--- config.mk ---
export PLATFORM = sky130hd
export DESIGN_NAME = swap_ctrl
export DESIGN_NICKNAME = d
export VERILOG_FILES = /design/src/rtl/swap_ctrl.sv
export SDC_FILE = /design/constraint.sdc
export NUM_CORES = 1
export LEC_CHECK = 0
export ABC_CLOCK_PERIOD_IN_PS = 1400
export CAP_MARGIN = 10
export CORE_UTILIZATION = 39
export DETAILED_ROUTE_END_ITERATION = 8
export MAX_ROUTING_LAYER = met4
export PLACE_DENSITY = 0.75
export SYNTH_ARGS = -nofsm -noshare
export SYNTH_HDL_FRONTEND = slang
export SYNTH_SLANG_ARGS = --single-unit
--- constraint.sdc ---
create_clock -name clk -period 1.4 [get_ports clk]
set_input_delay 0.28 -clock clk [delete_from_list [all_inputs] [get_ports clk]]
set_output_delay 0.28 -clock clk [all_outputs]
set_load 0.005 [all_outputs]
--- src/rtl/swap_ctrl.sv ---
`default_nettype none
// ============================================================================
// swap_ctrl : SISC SWAP sequencer (latch Rs/Rt, read both, write back crossed)
// Optional: SWAP_R0_PROTECT_EN suppresses write enables targeting R0.
// Rev 1.0
// ============================================================================
module swap_ctrl #(
  parameter int DATA_W = 32,
  parameter int ADDR_W = 4
) (
  input  logic              clk,
  input  logic              rst,
  input  logic              start,
  input  logic [ADDR_W-1:0] rs_addr,
  input  logic [ADDR_W-1:0] rt_addr,
  input  logic [DATA_W-1:0] rf_rdata_a,
  input  logic [DATA_W-1:0] rf_rdata_b,
  output logic [ADDR_W-1:0] rf_raddr_a,
  output logic [ADDR_W-1:0] rf_raddr_b,
  output logic              swap_sel,
  output logic [ADDR_W-1:0] rf_waddr,
  output logic [DATA_W-1:0] rf_wdata,
  output logic              rf_we,
  output logic              busy,
  output logic              done
);

  localparam logic [2:0] S_IDLE  = 3'd0;
  localparam logic [2:0] S_READ  = 3'd1;
  localparam logic [2:0] S_WR_RS = 3'd2;
  localparam logic [2:0] S_WR_RT = 3'd3;
  localparam logic [2:0] S_DONE  = 3'd4;

  logic [2:0]        state_q;
  logic [2:0]        state_nxt;
  logic [ADDR_W-1:0] rs_q;
  logic [ADDR_W-1:0] rt_q;
  logic [DATA_W-1:0] a_q;
  logic [DATA_W-1:0] b_q;
  logic              wr_state;
  logic              done_state;
  logic              r0_block;

  always_ff @(posedge clk) begin
    if (rst) begin
      state_q <= S_IDLE;
      rs_q    <= '0;
      rt_q    <= '0;
      a_q     <= '0;
      b_q     <= '0;
    end else begin
      state_q <= state_nxt;
      if (state_q == S_IDLE && start) begin
        rs_q <= rs_addr;
        rt_q <= rt_addr;
      end
      if (state_q == S_READ) begin
        a_q <= rf_rdata_a;
        b_q <= rf_rdata_b;
      end
    end
  end

  always_comb begin
    state_nxt = state_q;
    case (state_q)
      S_IDLE:  if (start) state_nxt = S_READ;
      S_READ:  state_nxt = (rs_q == rt_q) ? S_DONE : S_WR_RS;
      S_WR_RS: state_nxt = S_WR_RT;
      S_WR_RT: state_nxt = S_DONE;
      S_DONE:  state_nxt = S_IDLE;
      default: state_nxt = S_IDLE;
    endcase
  end

  always_comb begin
    wr_state   = 1'b0;
    done_state = 1'b0;
    swap_sel   = 1'b0;
    rf_wdata   = '0;
    case (state_q)
      S_WR_RS: begin
        wr_state = 1'b1;
        swap_sel = 1'b1;
        rf_wdata = b_q;
      end
      S_WR_RT: begin
        wr_state = 1'b1;
        rf_wdata = a_q;
      end
      S_DONE:  done_state = 1'b1;
      default: ;
    endcase
    rf_waddr = wr_state ? (swap_sel ? rs_q : rt_q) : '0;
  end

`ifdef SWAP_R0_PROTECT_EN
  assign r0_block = (rf_waddr == '0);
`else
  assign r0_block = 1'b0;
`endif

  // A reset arriving at the commit edge must not let a pending write or done escape.
  assign rf_we      = wr_state & ~r0_block & ~rst;
  assign done       = done_state & ~rst;
  assign busy       = (state_q != S_IDLE);
  assign rf_raddr_a = rs_q;
  assign rf_raddr_b = rt_q;

endmodule
`default_nettype wire

==> flow_summary.yaml <==
worst_setup_path:
  r2r_setup_slack_ps: -370
  cp.arrival_ps: 1640
  path_cells: "buf_6 -> and3b_2 -> clkbuf_16 -> a22o_1 -> buf_2"
  cpPeakStageDelay_ps: 370
  critical_path_buf_inv_count: 3
  cp-start-kind: "flip-flop"
  path_max_fanout: 13
  critPathSlowestCell: "dfxtp_4"
  criticalPathCategory: "flip-flop to primary output"
  cp_top_family: "buffers and inverters"
  required_ps: 1120
  worstSetupEndpointType: "primary output"
clock_tree:
  cts_tree: "done"
  htreeDepth: 3
  root_buffer: "clkbuf_8"
  clock-sinks: 75
  cts_made_buffers: 9
  ctsHoldBuffers: 0
  clock_path_buffers: 2
  clkLatencyLatePin_ps: 350
  clk_pin_slew_worst_paths_ps: 80
synth:
  yosys.area.top_type_share_pct: 47.7
  synth_nets: 457
  ys.flop_type: "dfxtp_1"
  async_flop_share_pct: 0
  syn_inst: 382
  yosysWarnings: 0
  seq_area_frac_synth_pct: 47.7
  synth-seq-cells: 75
  synth_edf_count: 0
  syn_area_um2: 3150
  synth_largest_area_cell: "dfxtp_1"
  avgSynthCellArea_um2: 8.25
  ys_top_cells_by_area: "dfxtp_1, nand2_1, a21oi_1"
  ys_types: 22
finish:
  layout-drive-gt1-share_pct: 46.0
  antenna_cells: 0
  fin_nets: 614
  synthToLayoutAreaGrowth_pct: 82.6
floorplanning:
  num_io_pins: 123
  row_count: 32
  die_w_um: 91.9
  core_um2: 7770
  die_h_um: 91.9
  die-area_um2: 8440
  start_util_pct: 40.6
global_route:
  grt_pass1_wl_mm: 15.8
  grt_pass1_vias: 3216
  grt_use_total_pct: 24.6
  antenna_found_initial: 0
  overflow: 0
  grt_max_degree: 44
pwr:
  p_total_mw: 6.01
  vdd_drop_max_mv: 0.609
  powerDensity_nw_per_um2: 1040
  p_leak_nw: 2.34
timing:
  fin_crit_ps: 1920
  fmax_mhz: 521
  fin_ws_ps: -520
  worst_pin_slew_ps: 634
  skew_ps: 8.97
  drv_slew: 0
  finalSetupViolCount: 113
  fin_hold_ws_ps: 457
  rsz0062_at_grt: "yes"
  finalCritPeriodShare_pct: 137
  relSlewSlack_pct: 57.7
  hold_violations: 0
route:
  wl_per_cell_um: 16.9
  vias: 3348
  antenna_left: 0
  drt-vias-per-instance: 5.18
  remaining_drc_errors: 0
  drt-initial-drc-count: 69
  drt-total-wl_mm: 10.9
  dr.pass1.iters: 4
place:
  gp_congestion: 0.773
  port_buffers: 122
  dp_hpwl_mm: 5.19
flow_run:
  max_cap_viol_count: 0
outcome:
  status: "complete, but fails checks"
  violations: "negative setup slack"
hold_path:
  hold_class: "flip-flop to flip-flop"
==> cell usage in the layout (no fill, tap or decap), types with 3 or more instances in the layout <==
| cell type | instances |
|---|---|
| nand2_4 | 46 |
| a21oi_2 | 48 |
| clkdlybuf4s50_1 | 73 |
| a21oi_1 | 24 |
| clkbuf_16 | 4 |
| xor2_1 | 4 |
| dlygate4sd2_1 | 8 |
| buf_16 | 5 |
| buf_2 | 38 |
| dfxtp_2 | 9 |
| clkbuf_8 | 11 |
| buf_4 | 18 |
| buf_12 | 14 |
| buf_6 | 15 |
| nand2_2 | 22 |
| nand2_1 | 76 |
| clkinvlp_4 | 3 |
| dfxtp_1 | 64 |
| a22o_1 | 36 |
==> Yosys cell counts (2+ instances only) <==
cell type / count
nand2_1: 144
xor2_1: 4
nor4_1: 2
a21oi_1: 72
clkbuf_1: 9
dfxtp_1: 75
nor3b_1: 2
buf_6: 10
buf_2: 9
a22o_1: 36
or4b_1: 3
buf_4: 6
==> metal layers <==
metal	part of all wire, %	global-route usage [%]	vias up
li1	-	-	1620
met5	0	-	-
met3	4.4	4.98	16
met2	51	40.7	101
met4	1.6	7.55	0
met1	43	30.0	1611
==> state kept, by name, summed over array words and instances, names as in the netlist <==
register    count
rf_raddr_a      4
b_q            32
a_q            32
rf_raddr_b      4
state_q         3
==> final timing paths <==
kind                           startpoint              endpoint  cells after the start
setup reg to reg  state_q[2]$_SDFFE_PP0P_  a_q[13]$_SDFFE_PP0N_                      8
hold reg to reg      a_q[20]$_SDFFE_PP0N_  a_q[20]$_SDFFE_PP0N_                      2
hold / removal       a_q[20]$_SDFFE_PP0N_  a_q[20]$_SDFFE_PP0N_                      2
setup / recovery  state_q[2]$_SDFFE_PP0P_          rf_wdata[23]                      5
==> worst min-delay path, delay by kind of cell, from the launching register on <==
kind / cells / cell delay [ps]
AO/OA/AOI/OAI: 1 / 50
flip-flops: 1 / 310
AND/OR/NAND/NOR: 1 / 50
==> metrics by stage <==
stage | TNS (ps) | util (%) | instance area, um^2 | cells | worst slack [ps]
2_1_floorplan | -455 | - | 3160 | 382 | -19.3
3_3_place_gp | -20260 | 57.3 | 4450 | 588 | -363
3_5_place_dp | -23240 | 57.3 | 4450 | 588 | -393
4_1_cts | -24410 | 68.8 | 5350 | 640 | -522
5_1_grt | -41920 | 74.0 | 5750 | 646 | -587
6_report | -37000 | 74.0 | 5750 | 646 | -520
==> power by group <==
group,internal [mW],switching [mW],leakage [nW]
clock,0.924,0.824,0.0978
combinational,0.982,0.806,1.63
sequential,2.31,0.161,0.617
==> area by class of cell <==
cell class | count | area (um^2)
clock inverters | 5 | 61.3
fillers | 569 | 2020
flip-flops and latches | 75 | 1520
clock buffers | 11 | 151
repair buffers | 179 | 1850
multi-input cells | 274 | 2040
well taps | 102 | 128
==> repair_timing <==
item                                    in CTS  in global routing
pin swaps                                   73                 54
gates resized for setup                    280                119
buffers inserted                            24                 11
endpoints found under the setup margin     120                112
cloned                                      12                  4
==> cells by family (layout without fill, tap and decap cells) <==
logic type,after synthesis,in the layout,synth area share [%]
compound gates,110,110,21.8
xor+xnor,4,4,1.11
buf+inv,34,195,7.51
flops,75,75,47.7
simple gates,159,160,21.9
Power figures use the tool's default switching activity.
==> RTL change (same flow settings) <==
Set the parameter `DATA_W` to 16 (it was 32).
--- a/src/rtl/swap_ctrl.sv
+++ b/src/rtl/swap_ctrl.sv
@@ -5,7 +5,7 @@
 // Rev 1.0
 // ============================================================================
 module swap_ctrl #(
-  parameter int DATA_W = 32,
+  parameter int DATA_W = 16,
   parameter int ADDR_W = 4
 ) (
   input  logic              clk,
Interface: changed (resized rf_rdata_a, rf_rdata_b and rf_wdata); port bits go from 123 to 75. No check against the original RTL was run, so the function may have changed too.
==> RTL change against the unedited design <==
- the run ends with DRC, setup timing left
- non-clock buffer count down 71
- synthesized cell count down 41%
- sequential share of layout area up 1.4 points
- power down 42%
- synthesized area down 40%
- sequential cell count down 32
- final area down 45%
- setup slack better by 180 ps
- wire length down 47%
- first-iteration DRC count up 49%
- worst hold slack worse by 0.63 ps
- critical path type unchanged
- critical endpoint is now rf_wdata[13]
- largest power group unchanged
==> RTL change: results (changes against the unedited design) <==
status=finished, violations left; failing checks=DRC, setup timing; Cell Area, Placed=0.00268 mm2 (-40%); Post-CTS Setup Bufs=18 (-25%); M1 GR Usage=29.1% (-0.91 points); Worst Path Max Fanout=5 (-8); 1st-pass router iterations=8 (+4); grt met3 use=5.34% (+0.37 points); Avg Vias per Cell=5.15 (-0.57%); top cells by count, synth=80 x nand2_1, 43 x dfxtp_1, 40 x a21oi_1, 20 x a22o_1, 8 x buf_6; VDD IR-drop max=0.723 mV (+19%); total track usage=24.7% (+0.11 points); first-pass GRT wire length=9.20 mm (-42%); Finish-stage setup viols=27 (-76%); r2r setup slk=-20 ps (+350 ps); pre-CTS WS=-453 ps (-59.4 ps); sequential share of the synthesized area=45.9% (-1.8 points); Final Cell Area=0.00316 mm2 (-45%); vias in the first global route=1870 (-42%); compound-cell area share of the yosys netlist=20.7% (-1.2 points); Placed Cells=344 (-41%); CTS resizes=158 (-44%); Layout Cells excl Fill=372 (-42%); gpl congestion=0.794 (+2.7%); Post-Syn Nets=267 (-42%); Max transition margin=77.4% (+20 points); 1st-iter DRT viols=103 (+49%); PortBufs=74 (-39%); DRC=3 (+3); fin worst setup slack=-338 ps (+182 ps)
-- RTL change: cell count changes in the layout (fill, tap and decap cells not counted), sizes merged, moves of 3 or more --
cell / delta
clkbuf: -7
dlygate4sd2: -3
dfxtp: -32
dlymetal6s2s: +4
a22o: -16
a21oi: -32
clkinvlp: -3
nand2: -64
clkdlybuf4s50: -32
buf: -38
-- RTL change: report_power, final --
part           total [W]  switching [W]  internal [W]
combinational   0.000937       0.000426      0.000511
sequential       0.00139      0.0000584       0.00133
clock            0.00114       0.000425      0.000713
-- RTL change: layout make-up --
type	count	area share (%)
well taps	52	2.06
clock inverters	2	1.90
repair buffers	108	33.2
multi-input cells	161	32.8
flip-flops and latches	43	27.8
clock buffers	6	2.30
-- RTL change: worst max-delay path: cells and delay by family, from the launching register on --
| kind | cells | cell delay (ps) |
|---|---|---|
| buffers and inverters | 3 | 390 |
| flip-flops | 1 | 360 |
| AND/OR/NAND/NOR | 1 | 260 |
| AO/OA/AOI/OAI | 1 | 160 |
